`src/rtl/store_buffer.sv`:
```
// Store buffer: forms byte-lane data/masks for sb/sh/sw/sd, queues them in a FIFO and drains to the D-cache.
// Optional STORE_COALESCE_EN: merge a store into the tail-most non-head entry with the same aligned address.
module store_buffer #(
  parameter int ADDRESS_WIDTH          = 64,
  parameter int REGISTER_WIDTH         = 64,
  parameter int INSTRUCTION_NAME_WIDTH = 96,
  parameter int DEPTH                  = 4
) (
  input  logic                              clk,
  input  logic                              reset,
  input  logic                              in_enable,
  input  logic [INSTRUCTION_NAME_WIDTH-1:0] in_opcode_name,
  input  logic [ADDRESS_WIDTH-1:0]          in_addr,
  input  logic [REGISTER_WIDTH-1:0]         in_rs2_value,
  output logic                              out_ready,
  output logic                              out_misaligned,
  output logic                              out_wr_en,
  output logic [ADDRESS_WIDTH-1:0]          out_wr_addr,
  output logic [REGISTER_WIDTH-1:0]         out_wr_data,
  output logic [7:0]                        out_wr_mask,
  input  logic                              in_wr_done,
  input  logic [ADDRESS_WIDTH-1:0]          in_ld_addr,
  output logic                              out_ld_conflict,
  input  logic                              in_flush,
  output logic                              out_flush_done
);

  localparam int PTR_W = $clog2(DEPTH);
  localparam int CNT_W = $clog2(DEPTH + 1);

  localparam logic [INSTRUCTION_NAME_WIDTH-1:0] OP_SB = "sb";
  localparam logic [INSTRUCTION_NAME_WIDTH-1:0] OP_SH = "sh";
  localparam logic [INSTRUCTION_NAME_WIDTH-1:0] OP_SW = "sw";
  localparam logic [INSTRUCTION_NAME_WIDTH-1:0] OP_SD = "sd";

  logic [ADDRESS_WIDTH-1:0]  addr_q [DEPTH];
  logic [REGISTER_WIDTH-1:0] data_q [DEPTH];
  logic [7:0]                mask_q [DEPTH];
  logic [DEPTH-1:0]          valid_q;

  logic [PTR_W-1:0] head_q, head_d, tail_q, tail_d;
  logic [CNT_W-1:0] count_q, count_d;
  logic             flush_pending_q, flush_pending_d;
  logic             misaligned_q, misaligned_d;
  logic             flush_done_q, flush_done_d;

  logic                      is_store, aligned, full, accept, do_pop, do_alloc, do_merge, flush_req;
  logic [2:0]                off;
  logic [7:0]                st_mask;
  logic [REGISTER_WIDTH-1:0] st_data;
  logic [ADDRESS_WIDTH-1:0]  st_addr;
  logic                      unused_ld_lsbs;

  assign off     = in_addr[2:0];
  assign st_data = in_rs2_value << {off, 3'b000};
  assign st_addr = {in_addr[ADDRESS_WIDTH-1:3], 3'b000};

  // NOTE: every always_comb output gets a default first so no path infers a latch.
  always_comb begin
    is_store = 1'b0;
    aligned  = 1'b0;
    st_mask  = 8'h00;
    if (in_opcode_name == OP_SB) begin
      is_store = 1'b1; aligned = 1'b1;             st_mask = 8'h01 << off;
    end else if (in_opcode_name == OP_SH) begin
      is_store = 1'b1; aligned = ~off[0];          st_mask = 8'h03 << off;
    end else if (in_opcode_name == OP_SW) begin
      is_store = 1'b1; aligned = (off[1:0] == 2'b00); st_mask = 8'h0F << off;
    end else if (in_opcode_name == OP_SD) begin
      is_store = 1'b1; aligned = (off == 3'b000);  st_mask = 8'hFF;
    end
    is_store = is_store & in_enable;
  end

  assign full      = (count_q == CNT_W'(DEPTH));
  assign out_ready = ~(is_store & (full | flush_pending_q));
  assign accept    = is_store & out_ready & aligned;
  assign do_pop    = in_wr_done & (count_q != '0);

`ifdef STORE_COALESCE_EN
  logic [PTR_W-1:0]          tail_last;
  logic [REGISTER_WIDTH-1:0] merge_data;
  assign tail_last = tail_q - 1'b1;
  // With two or more entries the tail-most one is never the head, so it cannot be popped mid-merge.
  assign do_merge  = accept & (count_q >= CNT_W'(2)) &
                     (addr_q[tail_last][ADDRESS_WIDTH-1:3] == in_addr[ADDRESS_WIDTH-1:3]);
  always_comb begin
    merge_data = data_q[tail_last];
    for (int b = 0; b < 8; b++) begin
      if (st_mask[b]) merge_data[8*b +: 8] = st_data[8*b +: 8];
    end
  end
`else
  assign do_merge = 1'b0;
`endif

  assign do_alloc = accept & ~do_merge;

  // An in_flush on an already-empty buffer completes on the very next edge.
  assign flush_req = flush_pending_q | in_flush;

  always_comb begin
    head_d          = head_q + PTR_W'(do_pop);
    tail_d          = tail_q + PTR_W'(do_alloc);
    count_d         = count_q + CNT_W'(do_alloc) - CNT_W'(do_pop);
    misaligned_d    = is_store & out_ready & ~aligned;
    flush_done_d    = flush_req & (count_q == '0) & ~do_alloc;
    flush_pending_d = flush_req & ~flush_done_d;
  end

  // NOTE: sequential state uses non-blocking assignments so every register samples pre-edge values.
  always_ff @(posedge clk) begin
    if (reset) begin
      head_q          <= '0;
      tail_q          <= '0;
      count_q         <= '0;
      flush_pending_q <= 1'b0;
      misaligned_q    <= 1'b0;
      flush_done_q    <= 1'b0;
    end else begin
      head_q          <= head_d;
      tail_q          <= tail_d;
      count_q         <= count_d;
      flush_pending_q <= flush_pending_d;
      misaligned_q    <= misaligned_d;
      flush_done_q    <= flush_done_d;
    end
  end

  // NOTE: the entry array is reset as well so the head-driven write port reads all-zero after reset.
  always_ff @(posedge clk) begin
    if (reset) begin
      valid_q <= '0;
      for (int i = 0; i < DEPTH; i++) begin
        addr_q[i] <= '0;
        data_q[i] <= '0;
        mask_q[i] <= '0;
      end
    end else begin
      if (do_pop) valid_q[head_q] <= 1'b0;
      if (do_alloc) begin
        valid_q[tail_q] <= 1'b1;
        addr_q[tail_q]  <= st_addr;
        data_q[tail_q]  <= st_data;
        mask_q[tail_q]  <= st_mask;
      end
`ifdef STORE_COALESCE_EN
      if (do_merge) begin
        data_q[tail_last] <= merge_data;
        mask_q[tail_last] <= mask_q[tail_last] | st_mask;
      end
`endif
    end
  end

  always_comb begin
    out_ld_conflict = 1'b0;
    for (int i = 0; i < DEPTH; i++) begin
      if (valid_q[i] && (addr_q[i][ADDRESS_WIDTH-1:3] == in_ld_addr[ADDRESS_WIDTH-1:3]))
        out_ld_conflict = 1'b1;
    end
  end

  assign unused_ld_lsbs = ^in_ld_addr[2:0];

  assign out_wr_en      = (count_q != '0);
  assign out_wr_addr    = addr_q[head_q];
  assign out_wr_data    = data_q[head_q];
  assign out_wr_mask    = mask_q[head_q];
  assign out_misaligned = misaligned_q;
  assign out_flush_done = flush_done_q;

endmodule

```
`config.mk`:
```
export PLATFORM = sky130hd
export DESIGN_NAME = store_buffer
export DESIGN_NICKNAME = d
export VERILOG_FILES = /design/src/rtl/store_buffer.sv
export SDC_FILE = /design/constraint.sdc
export NUM_CORES = 1
export LEC_CHECK = 0
export BUFFER_PORTS_ARGS = -buffer_cell sky130_fd_sc_hd__buf_2
export CAP_MARGIN = 30
export CORE_ASPECT_RATIO = 1.5
export CORE_MARGIN = 2
export CORE_UTILIZATION = 52
export CTS_CLUSTER_DIAMETER = 80
export DETAILED_ROUTE_END_ITERATION = 8
export PLACE_DENSITY = 0.77
export SLEW_MARGIN = 10
export SYNTH_ARGS = -nofsm -noshare
export SYNTH_HDL_FRONTEND = slang
export SYNTH_SLANG_ARGS = --single-unit
```
`constraint.sdc`:
```
create_clock -name clk -period 15.9 [get_ports clk]
set_input_delay 3.18 -clock clk [delete_from_list [all_inputs] [get_ports clk]]
set_output_delay 3.18 -clock clk [all_outputs]
set_load 0.01 [all_outputs]
```
==> metrics, run 1 <==
Placeable Area=0.05335 sq mm; sw power=798.9 uW; # rows=104; Initial Util=52.42%; Final min period=9.044 ns; vias in the first global route=20300; Post-Route Skew=0.03200 ns; largest net degree at the start of global routing=63; H-tree Lvls=2; Hold Crit Class=register to register; Setup Crit Path Kind=input pin to output pin; CTS tree=yes; CTS root buf=clkbuf_16; WL/cell=30.89 microns; DR vias/cell=6.130; Seq cells post-synth=546; setup violators final=0; GRT Util Overall=35.69%; crit share post-route=56.88%; max_cap viols=0; vias=19860; hpwl dp=73370 microns; Crit-path slowest cell=nor4_1; Final TNS setup=0 ns; final hold slack=0.5298 ns; Post-CTS Hold Buffers=0; Critical Path Max Stage Delay=0.85 ns; Worst setup SP type=input pin; register area share after synthesis=58.12%; RSZ-0062 raised after global routing=no; Pre-antenna DRT Iters=7; Critical Path AT=5.86 ns; Setup Fix Bufs, Post-CTS=0; fin util=60.72%; Overall Power=3217 uW; Max VDD drop=106.9 uV; total CTS buffers=50; most used flip-flop cell after synthesis=edfxtp_1; Clk network pwr share=36.8%; final hold violation count=0; Critical Path RT=12.72 ns; Ports=434; relative max-transition margin=29.11%; Synth cell types=70; Routed WL=100000 microns; syn avg cell area=13.14 sq um; Syn Std Cell Area=0.02797 sq mm; fin nets=2808; critical path cell sequence=buf_2 > xnor2_1 > nand4_1 > nor4_1 > nand4_1 > o22ai_1 > a211o_1 > buf_2; Final Max Slew Viols=0; first-pass GRT wire length=141500 microns; status=finished, final reports clean; Crit. End Element=output pin; Iter 0 DRT Violations=1657; number of fill cells in the layout=4217; Hold Crit Depth=2; FMAX=0.1106 GHz; Yosys top cell by area=edfxtp_1; layout cell share with drive strength beyond 1=27.90%; Synth top area share=57.12%; Pwr Density=99.29 mW/mm^2; Post-synth ARST share=0%; Comb power frac=10.9%; top cells by area, synth=edfxtp_1, mux4_2, and2_1; worst skew pair latency=0.61 ns; Die Span Y=288.0 microns; Mapped Cells=2129; EDFF count, synth=532; Sw Share=24.84%; Area Growth Syn to Fin=15.84%; CTS Buffer Depth=3; IO buf count=427; Worst Max-Slew Pin Slew=1.056 ns; gr ovfl total=0; number of antenna violations at the first check in global routing=17; R2R depth=8; Die Wd=193.4 microns; die footprint=0.05569 sq mm; Routed Antenna Nets=0; P_int=2418 uW; clock sinks=546; Post-route DRC=0; CTS-repair resized insts=0; Synth warnings=0; placer's final routability congestion estimate=0.9999; Worst-path clk slew=0.07 ns; Critical Path Fanout Max=5; Pleak=0.01163 uW; register share of total power=52.3%
-- stage by stage --
stage	setup WS (ns)	std cells	cell area (sq um)
final	6.856	3239	32400
after global routing	6.985	3232	32380
after CTS	7.068	3227	32350
after detailed placement	7.069	3136	30790
after global placement	6.970	3127	30580
after floorplan	0.8352	2131	27970
-- layout make-up --
type / count / area, sq um / share of cell area (%)
clock buffer: 65 / 1359 / 4.194
multi-input combinational: 1380 / 10890 / 33.63
sequential: 546 / 16260 / 50.20
tap: 689 / 862.1 / 2.661
antenna: 9 / 22.52 / 0.06952
timing repair buffer: 467 / 2572 / 7.940
inverter: 57 / 214.0 / 0.6604
clock inverter: 26 / 210.2 / 0.6488
-- synth_stat cells, drive strengths merged (32+ instances only) --
| cell | count |
|---|---|
| xnor2 | 104 |
| xor2 | 91 |
| edfxtp | 532 |
| clkbuf | 95 |
| inv | 56 |
| nand2 | 77 |
| mux4 | 138 |
| nor3 | 47 |
| and2 | 251 |
| nor4 | 61 |
| o21ai | 32 |
| nor2 | 296 |
| nand4 | 38 |
| buf | 53 |
| mux2i | 39 |
-- power groups by stage --
| stage | clock [uW] | combinational (uW) | sequential, uW |
|---|---|---|---|
| final | 1180 | 350 | 1680 |
| after global routing | 1240 | 362 | 1690 |
| after CTS | 1190 | 346 | 1680 |
| after detailed placement | 0 | 344 | 1710 |
| after global placement | 0 | 341 | 1710 |
| after floorplan | 0 | 165 | 1710 |
-- worst paths after layout --
check | start | to | slack [ns]
worst min-delay path | valid_q[3]$_SDFF_PP0_ | valid_q[3]$_SDFF_PP0_ | 0.53
worst min register to register | valid_q[3]$_SDFF_PP0_ | valid_q[3]$_SDFF_PP0_ | 0.53
worst max register to register | count_q[1]$_SDFF_PP0_ | data_q[0][21]$_SDFFCE_PN0P_ | 11.83
worst max-delay path | in_ld_addr[62] | out_ld_conflict | 6.86
-- kinds of logic after synthesis --
family | synth area share [%]
simple gates | 15.21
flops | 58.12
buf+inv | 3.190
xor+xnor | 6.107
mux | 12.87
compound gates | 3.874
fa+ha+maj | 0.6084
other cells | 0.01341
-- worst max-delay path, delay by kind of cell --
family / cells / cell delay [ns]
AND/OR/NAND/NOR: 3 / 1.53
buffers and inverters: 2 / 0.29
XOR/XNOR: 1 / 0.46
AO/OA/AOI/OAI: 2 / 0.39
-- per-layer routing --
layer / share of wire (%) / global-route usage [%] / vias to the layer above
li1: - / - / 8610
met1: 32 / 38.55 / 9947
met2: 52 / 63.07 / 1046
met3: 7.2 / 6.443 / 242
met4: 8.4 / 25.90 / 10
met5: 0.062 / 0 / -
-- sequential cells by signal (all words and copies together) (netlist names) --
signal           count
count_q              3
addr_q             244
tail_q               2
out_misaligned       1
data_q             256
valid_q              4
head_q               2
mask_q              32
out_flush_done       1
flush_pending_q      1
-- placed cells by master, fill, tap and decap left out, drive strengths merged, types with 11 or more instances in the layout --
master  netlist  routed
nor3         47      47
o21ai        32      32
clkinv        1      21
nor4         61      61
a221oi       11      11
nand4        38      38
a211oi       13      13
and2        251     251
nor2        296     296
inv          56      59
edfxtp      532     532
a21oi        18      18
o22ai        13      13
mux4        138     138
mux2i        39      39
a31oi        13      13
nand2        77      77
xnor2       104     104
nor2b        16      16
ha           12      12
clkbuf       95      67
xor2         91      91
dfxtp        14      14
buf          53     465
Note: power is estimated with default switching activity, not from simulation.
==> run 2, diff against run 1 <==
==> constraint.sdc (replaced) <==
create_clock -name clk -period 7.55 [get_ports clk]
set_input_delay 1.51 -clock clk [delete_from_list [all_inputs] [get_ports clk]]
set_output_delay 1.51 -clock clk [all_outputs]
set_load 0.01 [all_outputs]
==> run 2 against run 1 <==
Clock skew decreased by 0.017 ns. Register-to-register slack got worse by 7.9 ns. Global-route usage decreased by 0.051 points. Largest cell class unchanged.
==> metrics, run 2 (same netlist as run 1, synthesis figures left out) <==
status=finished, final reports clean (unchanged); CTS tree=yes (unchanged); Final TNS setup=0 ns (unchanged); fin cells=3234 (was 3239); Worst-path clk slew=0.06 ns (was 0.07 ns); WL met1=32580 microns (was 32260 microns); DR vias/cell=6.127 (was 6.130); worst skew pair latency=0.60 ns (was 0.61 ns); Crit-path slowest cell=nor4_1 (unchanged); Hold Crit Class=register to register (unchanged); max FFs per register=256 (unchanged); top routing layer used=met5 (unchanged); vias in the first global route=20220 (was 20300); gr ovfl total=0 (unchanged); setup violators final=0 (unchanged); Cells after DPL=3132 (was 3136); Pleak=0.01161 uW (was 0.01163 uW); Pwr Density=214.2 mW/mm^2 (was 99.29 mW/mm^2); Die Wd=193.4 microns (unchanged); fin nets=2803 (was 2808); Max VDD drop=196.7 uV (was 106.9 uV); Critical Path Max Stage Delay=1.03 ns (was 0.85 ns); Critical Path Fanout Max=6 (was 5); hpwl dp=73410 microns (was 73370 microns); Area Growth Syn to Fin=15.82% (was 15.84%); layout cell share with drive strength beyond 1=28.01% (was 27.90%); relative max-transition margin=16.41% (was 29.11%); first-pass GRT wire length=141300 microns (was 141500 microns); Final min period=5.707 ns; CTS-repair resized insts=0 (unchanged); clock sinks=546 (unchanged); Routed WL=100600 microns (was 100000 microns); Die Span Y=288.0 microns (unchanged); DP Area=0.03068 sq mm (was 0.03079 sq mm); Worst setup SP type=input pin (unchanged); total CTS buffers=52 (was 50); final hold violation count=0 (unchanged); Pre-antenna DRT Iters=6 (was 7); FMAX=0.1752 GHz; Final Max Slew Viols=0 (unchanged); DR WL met3=7600 microns (was 7243 microns); fin worst setup slack=1.843 ns (was 6.856 ns); IO buf count=427 (unchanged); placer's final routability congestion estimate=1.036 (was 0.9999); Biggest register=data_q (unchanged); met2 wire length=51730 microns (was 52080 microns); Post-Route Skew=0.01478 ns (was 0.03200 ns); critical path's most frequent cell=buf_2; critical path cell sequence=buf_2 > xor2_1 > nor4_1 > nand4_1 > or4_1 > o22ai_1 > a211o_1 > buf_2 (was buf_2 > xnor2_1 > nand4_1 > nor4_1 > nand4_1 > o22ai_1 > a211o_1 > buf_2); Placeable Area=0.05335 sq mm (unchanged); post-route cell area=0.03239 sq mm (was 0.03240 sq mm); Initial Util=52.42% (unchanged); largest net degree at the start of global routing=80 (was 63); vias=19820 (was 19860); Post-CTS Hold Buffers=0 (unchanged); fin util=60.72% (about the same); WL/cell=31.10 microns (was 30.89 microns); max_cap viols=0 (unchanged); number of antenna violations at the first check in global routing=14 (was 17); most frequent cells in the layout=edfxtp_1, buf_2, nor2_1, and2_1, mux4_2 (unchanged); Worst Max-Slew Pin Slew=1.242 ns (was 1.056 ns); Routed Antenna Nets=0 (unchanged); Largest regs=data_q (256), addr_q (244), mask_q (32) (unchanged); Iter 0 DRT Violations=1704 (was 1657); GRT Util Overall=35.64% (was 35.69%); # rows=104 (unchanged); Ports=434 (unchanged); crit share post-route=75.59%; RSZ-0062 raised after global routing=no (unchanged); commonest non-fill, non-tap cell in the layout=edfxtp_1 (unchanged); Crit. End Element=output pin (unchanged); Setup Crit Path Kind=input pin to output pin (unchanged); CTS root buf=clkbuf_16 (unchanged); H-tree Lvls=2 (unchanged); post-place setup slack=1.949 ns (was 7.069 ns); Critical Path RT=6.04 ns (was 12.72 ns); Post-route DRC=0 (unchanged); die footprint=0.05569 sq mm (unchanged); Critical Path AT=4.20 ns (was 5.86 ns); CTS Buffer Depth=3 (unchanged); Setup Fix Bufs, Post-CTS=0 (unchanged)
==> run 2: metrics by stage <==
stage,power (uW),hold WS [ns]
after floorplan,3937,0.4523
after global placement,4318,0.4904
after detailed placement,4335,0.5096
after CTS,6945,0.5206
after global routing,7085,0.5589
final,6939,0.5188
==> run 2: area by class of cell <==
cell class	instances	area, sq um
fill	4212	20960
sequential	546	16260
multi-input combinational	1380	10890
timing repair buffer	460	2442
clock buffer	59	1338
tap	689	862.1
clock inverter	36	361.6
inverter	57	214.0
antenna	7	17.52
==> run 2: worst max-delay path, delay by kind of cell <==
family          cells  cell delay [ns]
simple gates        3             1.75
compound gates      2             0.41
buf+inv             2             0.31
xor+xnor            1             0.21
==> run 2: worst paths after layout <==
path	start	end	slack, ns	depth (start not counted)
max reg2reg	count_q[1]$_SDFF_PP0_	data_q[2][31]$_SDFFCE_PN0P_	3.91	7
min reg2reg	valid_q[3]$_SDFF_PP0_	valid_q[3]$_SDFF_PP0_	0.52	2
min	valid_q[3]$_SDFF_PP0_	valid_q[3]$_SDFF_PP0_	0.52	2
max	in_ld_addr[51]	out_ld_conflict	1.84	8
==> run 2: report_power, final <==
part	total (uW)	internal [uW]	switching, uW
combinational	737	255	483
sequential	3550	3460	81.3
clock	2660	1480	1170
total	6940	5200	1740
==> run 2: metal layers <==
metal,GRT usage [%],vias up
met3,6.303,252
met5,0,-
met1,38.63,9859
li1,-,8600
met4,25.40,10
met2,63.15,1095
